## src/rtl/piso_pkg.sv

```systemverilog
// piso_pkg: shared types and sizing helper for the LSB-first PISO transmitter.
// Contents: state_e (FSM encoding), cnt_w() (bit-counter width for a data width).
// Optional feature macro PISO_PARITY_EN only affects users of PAR, not this file.
package piso_pkg;

   typedef enum logic [1:0] {
      IDLE  = 2'd0,
      SHIFT = 2'd1,
      PAR   = 2'd2
   } state_e;

   // Counter must be at least one bit wide, even for a single-bit frame.
   function automatic int cnt_w(input int dw);
      return (dw > 1) ? $clog2(dw) : 1;
   endfunction

endpackage

```

## src/rtl/piso_bit_cnt.sv

```systemverilog
// piso_bit_cnt: clearable, enabled up-counter that flags the last bit of a frame.
// Ports: clk, rst (async active-low), clr (sync clear, wins over en), en (count),
//        last (count == DW-1).
module piso_bit_cnt
   import piso_pkg::*;
#(
   parameter int DW = 4
) (
   input  logic clk,
   input  logic rst,
   input  logic clr,
   input  logic en,
   output logic last
);

   localparam int CNT_W = cnt_w(DW);

   logic [CNT_W-1:0] cnt;

   always_ff @(posedge clk or negedge rst) begin
      if (!rst) begin
         cnt <= '0;
      end else if (clr) begin
         cnt <= '0;
      end else if (en) begin
         cnt <= cnt + CNT_W'(1);
      end
   end

   assign last = (cnt == CNT_W'(DW - 1));

endmodule

```

## src/rtl/piso_right_tx.sv

```systemverilog
// piso_right_tx: parallel-in serial-out transmitter, LSB first, valid/ready load.
// Ports: clk, rst (async active-low), enb (global advance), load_vld/load_rdy/
//        load_data (word in), out_bit/out_vld (serial out), done (end-of-frame pulse).
// Macro PISO_PARITY_EN appends an even-parity bit after the data bits.
module piso_right_tx
   import piso_pkg::*;
#(
   parameter int DW = 4
) (
   input  logic          clk,
   input  logic          rst,
   input  logic          enb,
   input  logic          load_vld,
   input  logic [DW-1:0] load_data,
   output logic          load_rdy,
   output logic          out_bit,
   output logic          out_vld,
   output logic          done
);

   state_e        state;
   logic [DW-1:0] sreg;
   logic [DW-1:0] shifted;
   logic          accept;
   logic          cnt_en;
   logic          last;
`ifdef PISO_PARITY_EN
   logic          par;
`endif

   assign shifted = sreg >> 1;
   assign accept  = (state == IDLE) && load_vld && enb;
   assign cnt_en  = (state == SHIFT) && enb;

   piso_bit_cnt #(.DW(DW)) u_cnt (
      .clk  (clk),
      .rst  (rst),
      .clr  (accept),
      .en   (cnt_en),
      .last (last)
   );

   // Outputs are registered alongside the state: out_bit is loaded with the
   // bit that will be on the wire in the next state, so it never glitches.
   always_ff @(posedge clk or negedge rst) begin
      if (!rst) begin
         state    <= IDLE;
         sreg     <= '0;
         load_rdy <= 1'b1;
         out_vld  <= 1'b0;
         out_bit  <= 1'b0;
         done     <= 1'b0;
`ifdef PISO_PARITY_EN
         par      <= 1'b0;
`endif
      end else begin
         // done is a single-cycle pulse, independent of enb
         done <= 1'b0;
         case (state)
            IDLE: begin
               if (accept) begin
                  sreg     <= load_data;
`ifdef PISO_PARITY_EN
                  par      <= ^load_data;
`endif
                  state    <= SHIFT;
                  load_rdy <= 1'b0;
                  out_vld  <= 1'b1;
                  out_bit  <= load_data[0];
               end
            end
            SHIFT: begin
               if (enb) begin
                  sreg <= shifted;
                  if (last) begin
`ifdef PISO_PARITY_EN
                     state    <= PAR;
                     out_bit  <= par;
`else
                     state    <= IDLE;
                     done     <= 1'b1;
                     load_rdy <= 1'b1;
                     out_vld  <= 1'b0;
                     out_bit  <= 1'b0;
`endif
                  end else begin
                     out_bit <= shifted[0];
                  end
               end
            end
`ifdef PISO_PARITY_EN
            PAR: begin
               if (enb) begin
                  state    <= IDLE;
                  done     <= 1'b1;
                  load_rdy <= 1'b1;
                  out_vld  <= 1'b0;
                  out_bit  <= 1'b0;
               end
            end
`endif
            default: begin
               state    <= IDLE;
               load_rdy <= 1'b1;
               out_vld  <= 1'b0;
               out_bit  <= 1'b0;
            end
         endcase
      end
   end

endmodule

```

## config.mk

```make
export PLATFORM = sky130hd
export DESIGN_NAME = piso_right_tx
export DESIGN_NICKNAME = d
export VERILOG_FILES = /design/src/rtl/piso_pkg.sv /design/src/rtl/piso_bit_cnt.sv /design/src/rtl/piso_right_tx.sv
export SDC_FILE = /design/constraint.sdc
export NUM_CORES = 1
export LEC_CHECK = 0
export CAP_MARGIN = 20
export CELL_PAD_IN_SITES_DETAIL_PLACEMENT = 0
export CELL_PAD_IN_SITES_GLOBAL_PLACEMENT = 1
export CORE_AREA = 2 2 39 41
export DETAILED_ROUTE_END_ITERATION = 6
export DIE_AREA = 0 0 41 43
export GPL_TIMING_DRIVEN = 0
export PLACE_DENSITY = 0.78
export SKIP_CTS_REPAIR_TIMING = 1
export SLEW_MARGIN = 30
export SYNTH_ARGS = -nofsm -noshare
export SYNTH_HDL_FRONTEND = slang
export SYNTH_SLANG_ARGS = --single-unit
```

## constraint.sdc

```tcl
create_clock -name clk -period 1.35 [get_ports clk]
set_clock_uncertainty 0.15 [all_clocks]
set_input_delay 0.135 -clock clk [delete_from_list [all_inputs] [get_ports clk]]
set_output_delay 0.135 -clock clk [all_outputs]
set_load 0.05 [all_outputs]
```

# Yosys cells after proc, flatten, opt, wreduce, memory -nomap -nowiden
# Index checks and enable logic that the tools add are counted.
op_classes:
  eq_ne: 5
  magnitude_cmp: 0
  mux: 24
  addsub: 1
  div: 0
  shifts: 0
  mul: 0
  bitwise_logic: 0
  n_reduce_logical: 9
op_table:
  columns: ["op", "count"]
  rows:
  - ["two-way mux 1 bit", 12]
  - ["two-way mux 2 bit", 5]
  - ["two-way mux 4 bit", 2]
  - ["one-hot mux 4 bit (2 select lines)", 1]
  - ["inequality test 2 bit, second input constant", 3]
  - ["one-hot mux 1 bit (2 select lines)", 3]
  - ["AND reduction 3 bit", 2]
  - ["one-hot mux 2 bit (2 select lines)", 1]
  - ["nonzero test 2 bit", 2]
  - ["logical AND 1 bit", 3]
  - ["adder 2 x 1 -> 2 bit, second input constant", 1]
  - ["== test 2 x 1 -> 1 bit, second input constant", 1]
  - ["== test 2 bit, second input constant", 1]
  - ["logical NOT 2 bit", 1]
  - ["AND reduction 2 bit", 1]
word_totals:
  word_cells: 46
  latchBits: 0
  ramBits: 0
  rom_bits: 0
  input_bits: 8
  reg_bits: 12
  mem_count: 0
  output_inout_bits: 4

# Depth between registers and ports, before layout
# Gate-level depths: netlist (run 1).
logic_depth:
  depth_word: 5
  mapped_depth: 4
  ltp_nobuf: 4

# Hierarchy
# A second synthesis (run 1) with hierarchy kept.
unflattened:
  hier_cells: 39
  area_unflattened_um2: 412.9
by_module_without_submodules:
  columns: ["module", "cells_per_inst", "n_inst", "area_each_um2", "seq_area_each_um2"]
  rows:
  - ["piso_right_tx", 32, 1, 324.1, 176.4]
  - ["piso_bit_cnt", 7, 1, 88.8, 50.0]

# Worst setup path before layout (run 1)
# OpenSTA, ideal clock, no wires.
synth_timing:
  kind: "reg-to-reg"
  start: "register, netlist name out_vld"
  end: "register u_cnt.cnt[1]"
  setup_time_ns: 0.122
  path_slack_ns: 0.020
  path_stages_with_launch: 3
  arrival_time_ns: 1.058
  period_less_slack_ns: 1.330
  t_required_ns: 1.078
  n_path_buf: 0
  path_cell_list: "dfrtp_1 -> o21ai_2 -> a32o_1"
synth_lines:
  columns: ["item", "line_no", "rtl"]
  rows:
  - ["end signal: assignment", "piso_bit_cnt.sv:26", "cnt <= cnt + CNT_W'(1);"]
  - ["end: declaration", "piso_bit_cnt.sv:18", "logic [CNT_W-1:0] cnt;"]

# Final worst setup path (run 1)
layout_timing:
  start: "register load_rdy"
  end: "output port load_rdy"
layout_lines:
  columns: ["item", "line_no", "rtl"]
  rows:
  - ["start: declaration", "piso_right_tx.sv:15", "output logic load_rdy,"]
  - ["start signal: assignment", "piso_right_tx.sv:49", "load_rdy <= 1'b1;"]
  - ["start signal: assignment", "piso_right_tx.sv:67", "load_rdy <= 1'b0;"]
  - ["start signal: assignment", "piso_right_tx.sv:82", "load_rdy <= 1'b1;"]
# No word-level cell between the ends.

==> results.md, run 1 <==
* Root buf cell: clkbuf_4
* Kind of start point of the critical path: flip-flop
* Highest fanout seen on the critical path at 3
* Cell Count, Final, Fillers Out at 69
* Reported max-cap violation count at 0
* Chip Height at 43 um
* Num Clock Sinks at 9
* Critical path arrival at 1.01 ns
* Cell count after synthesis at 38
* Delay of the slowest critical-path stage at 0.55 ns
* Sequential Area at 228 um2
* DRC Markers at 0
* Register-to-register setup slack at 0.15 ns
* Seq cells post-synth at 9
* Site row count at 14
* Fraction of final layout cells with drive strength greater than 1 at 22.6%
* Vias after detailed routing at 339
* Area fraction of the dominant cell type after synthesis at 49.8%
* Number of detailed-routing iterations run before antenna repair at 2
* Count of cells along the worst register-to-register path at 2
* Worst IR drop on VDD at 0.743 mV
* RSZ-0062 raised after global routing: false
* Antenna diode count at 0
* Final layout net count at 63
* Filler cell count in the final layout at 141
* H-tree depth reported by CTS at 1
* Combinational fraction of design power at 41.2%
* Number of global-route vias before repair at 348
* Critical path endpoint category: output pin
* Number of input and output port buffers inserted at 11
* Clk network pwr share at 18.3%
* Ratio of routed vias to standard cells at 4.91
* Crit path buf inv count at 1
* Final count of negative-setup-slack endpoints at 0
* Top-level port count at 12
* Number of antenna violations at the first check in global routing at 0
* Number of cells on the critical path at 1
* Sum of net half-perimeters after detailed placement at 629 um
* Number of unique standard cell types used by synthesis at 19
* Dominant cells by area after synthesis: dfrtp_1, dfstp_2, a21oi_1
* Final count of hold timing violations at 0
* Area Growth Syn to Fin at 37.4%
* Minimum setup slack after placement at -0.255 ns
* Clock insertion delay at the later pin of the skew report at 0.27 ns
* Reg clk slew, reported paths at 0.06 ns
* Placer's final routability congestion estimate at 0.766
* Path type of the worst setup path: flip-flop to output pin
* Cell family with the largest share of critical-path delay: flip-flops
* Slew Limit Headroom at 66.7%
* Time the worst path needs with I/O delays and setup at 1.29 ns
* Maximum buffer depth of the clock tree at 2
* Pin slew with the least headroom to its limit at 0.499 ns
* Biggest area consumer among synthesized cells: dfrtp_1
* Cell with the largest stage delay on the worst path: dfstp_2
* Syn_nets at 47
* Overflow after GRT at 0
* Drt first-iter violations at 3
* Share of total power in sequential cells at 40.5%
* Global router's overall resource usage at 12.7%
* Post-detailed-routing wire length at 899 um
* Cell total after placement at 65
* Post-Route Setup TNS at 0 ns
* First-pass GRT wire length at 1.48 mm
* Pint at 683 uW
* Yosys warning total at 0
* P_leak at 0.000259 uW
* Routed Antenna Nets at 0
* Post-synthesis instance area at 402 um2
* Multi-input logic area at 156 um2
* Average routed wire per standard cell at 13.0 um
* TritonCTS Buffers at 3
* Placeable core region at 1380 um2
* Maximum clock frequency at 773 MHz
* Power density over cell area at 2160 nW/um2
* Switching share of total power at 42.8%
* Die width at 41 um
* Share of the clock period used by the worst path after layout at 95.8%
* Largest net degree at the start of global routing at 11
* Crit-path cells: buf_4
* Avg Cell Area, Syn at 10.6 um2
* Switch Pwr at 511 uW
* Status: completed
* Number of max-slew violations in the final report at 0
* Final Worst Setup Slack at 0.0566 ns
* CP Data Required Time at 1.07 ns
* Classification of the worst-slack hold path: input pin to async pin
* Sequential-to-total area share from yosys stat at 56.4%
* TritonCTS clock tree: built
* Die Area at 1760 um2
* Initial Util at 29.0%
registers in the layout, summed over array words and instances (netlist names):
| name | count |
|---|---|
| out_bit | 1 |
| done | 1 |
| u_cnt.cnt | 2 |
| load_rdy | 1 |
| sreg | 3 |
| out_vld | 1 |
power groups by stage:
stage,clock (uW),sequential [uW],combinational [uW]
3_5_place_dp,0,483,521
4_1_cts,229,478,522
3_3_place_gp,0,480,518
5_1_grt,244,498,538
6_report,219,483,492
2_1_floorplan,0,635,190
cell usage after synthesis:
cell type and n:
a21oi_1 5, dfrtp_1 8, inv_1 2, nand2_1 3
and3_2 1, nand4_1 1, a32o_1 1, nor2b_1 1
o21ai_2 1, nand2_2 1, o21ai_0 1, o21ai_1 1
ha_1 1, nand3_1 3, o2bb2ai_1 1, buf_6 1
dfstp_2 1, nor2_1 1, o22ai_1 4
cells by family after synthesis:
family                     synth area share, %
AOI/OAI and AO/OA                         21.8
adders and majority gates                 3.11
buffers and inverters                     4.67
and+or+nand+nor                           14.0
DFF                                       56.4
cell usage in the layout, fill, tap and decap left out:
master and n:
dfrtp_1 7, clkdlybuf4s50_1 7, a21oi_1 5, o22ai_1 4, clkbuf_4 4, nand2_1 3, nand3_1 3, inv_1 2
and3_2 1, buf_6 1, o21ai_2 1, a32o_1 1, nand2_2 1, o21ai_1 1, o2bb2ai_1 1, nand4_1 1
nor2_1 1, nor2b_1 1, o21ai_0 1, ha_1 1, clkbuf_1 1, dfstp_2 1, dfrtp_2 1, clkbuf_2 1
dlymetal6s2s_1 1, buf_4 1
routing by layer:
metal / routed length (um) / global-route usage [%] / up-vias
met2: 424 / 17.2 / 9
met4: 11 / 8.00 / 0
met5: 0 / 0 / -
met3: 44 / 3.14 / 2
li1: - / - / 171
met1: 418 / 17.3 / 157
through the flow:
stage	power [uW]	area, um2	hold slack [ns]	util, %
detailed placement	1000	532	0.315	38.4
CTS	1230	558	0.0218	40.3
finish	1190	552	0.0152	39.9
floorplan	825	402	-0.311	-
global placement	998	532	0.315	38.4
global route	1280	552	0.0453	39.9
cell type report:
| class | instances | share of cell area [%] |
|---|---|---|
| Sequential cell | 9 | 41.3 |
| Multi-Input combinational cell | 26 | 28.3 |
| Timing Repair Buffer | 11 | 18.6 |
| Clock buffer | 4 | 4.76 |
| Tap cell | 16 | 3.63 |
| Buffer | 1 | 2.04 |
| Inverter | 2 | 1.36 |
worst paths after layout:
path | from | end
max | load_rdy | load_rdy
min | rst | out_bit
max reg2reg | u_cnt.cnt[0] | u_cnt.cnt[1]
min reg2reg | sreg[1] | sreg[1]
max in group asynchronous | rst | load_rdy
min in group clk | load_data[1] | sreg[1]
Power figures use the tool's default switching activity.
==> inputs of run 2 (changes only) <==
--- a/config.mk
+++ b/config.mk
@@ -14,7 +14,7 @@
 export GPL_TIMING_DRIVEN = 0
 export PLACE_DENSITY = 0.78
 export SKIP_CTS_REPAIR_TIMING = 1
-export SLEW_MARGIN = 30
+export SLEW_MARGIN = 20
 export SYNTH_ARGS = -nofsm -noshare
 export SYNTH_HDL_FRONTEND = slang
 export SYNTH_SLANG_ARGS = --single-unit
==> results of run 2 <==
Same layout as run 1: the final DEF is identical, and so are final timing and power.
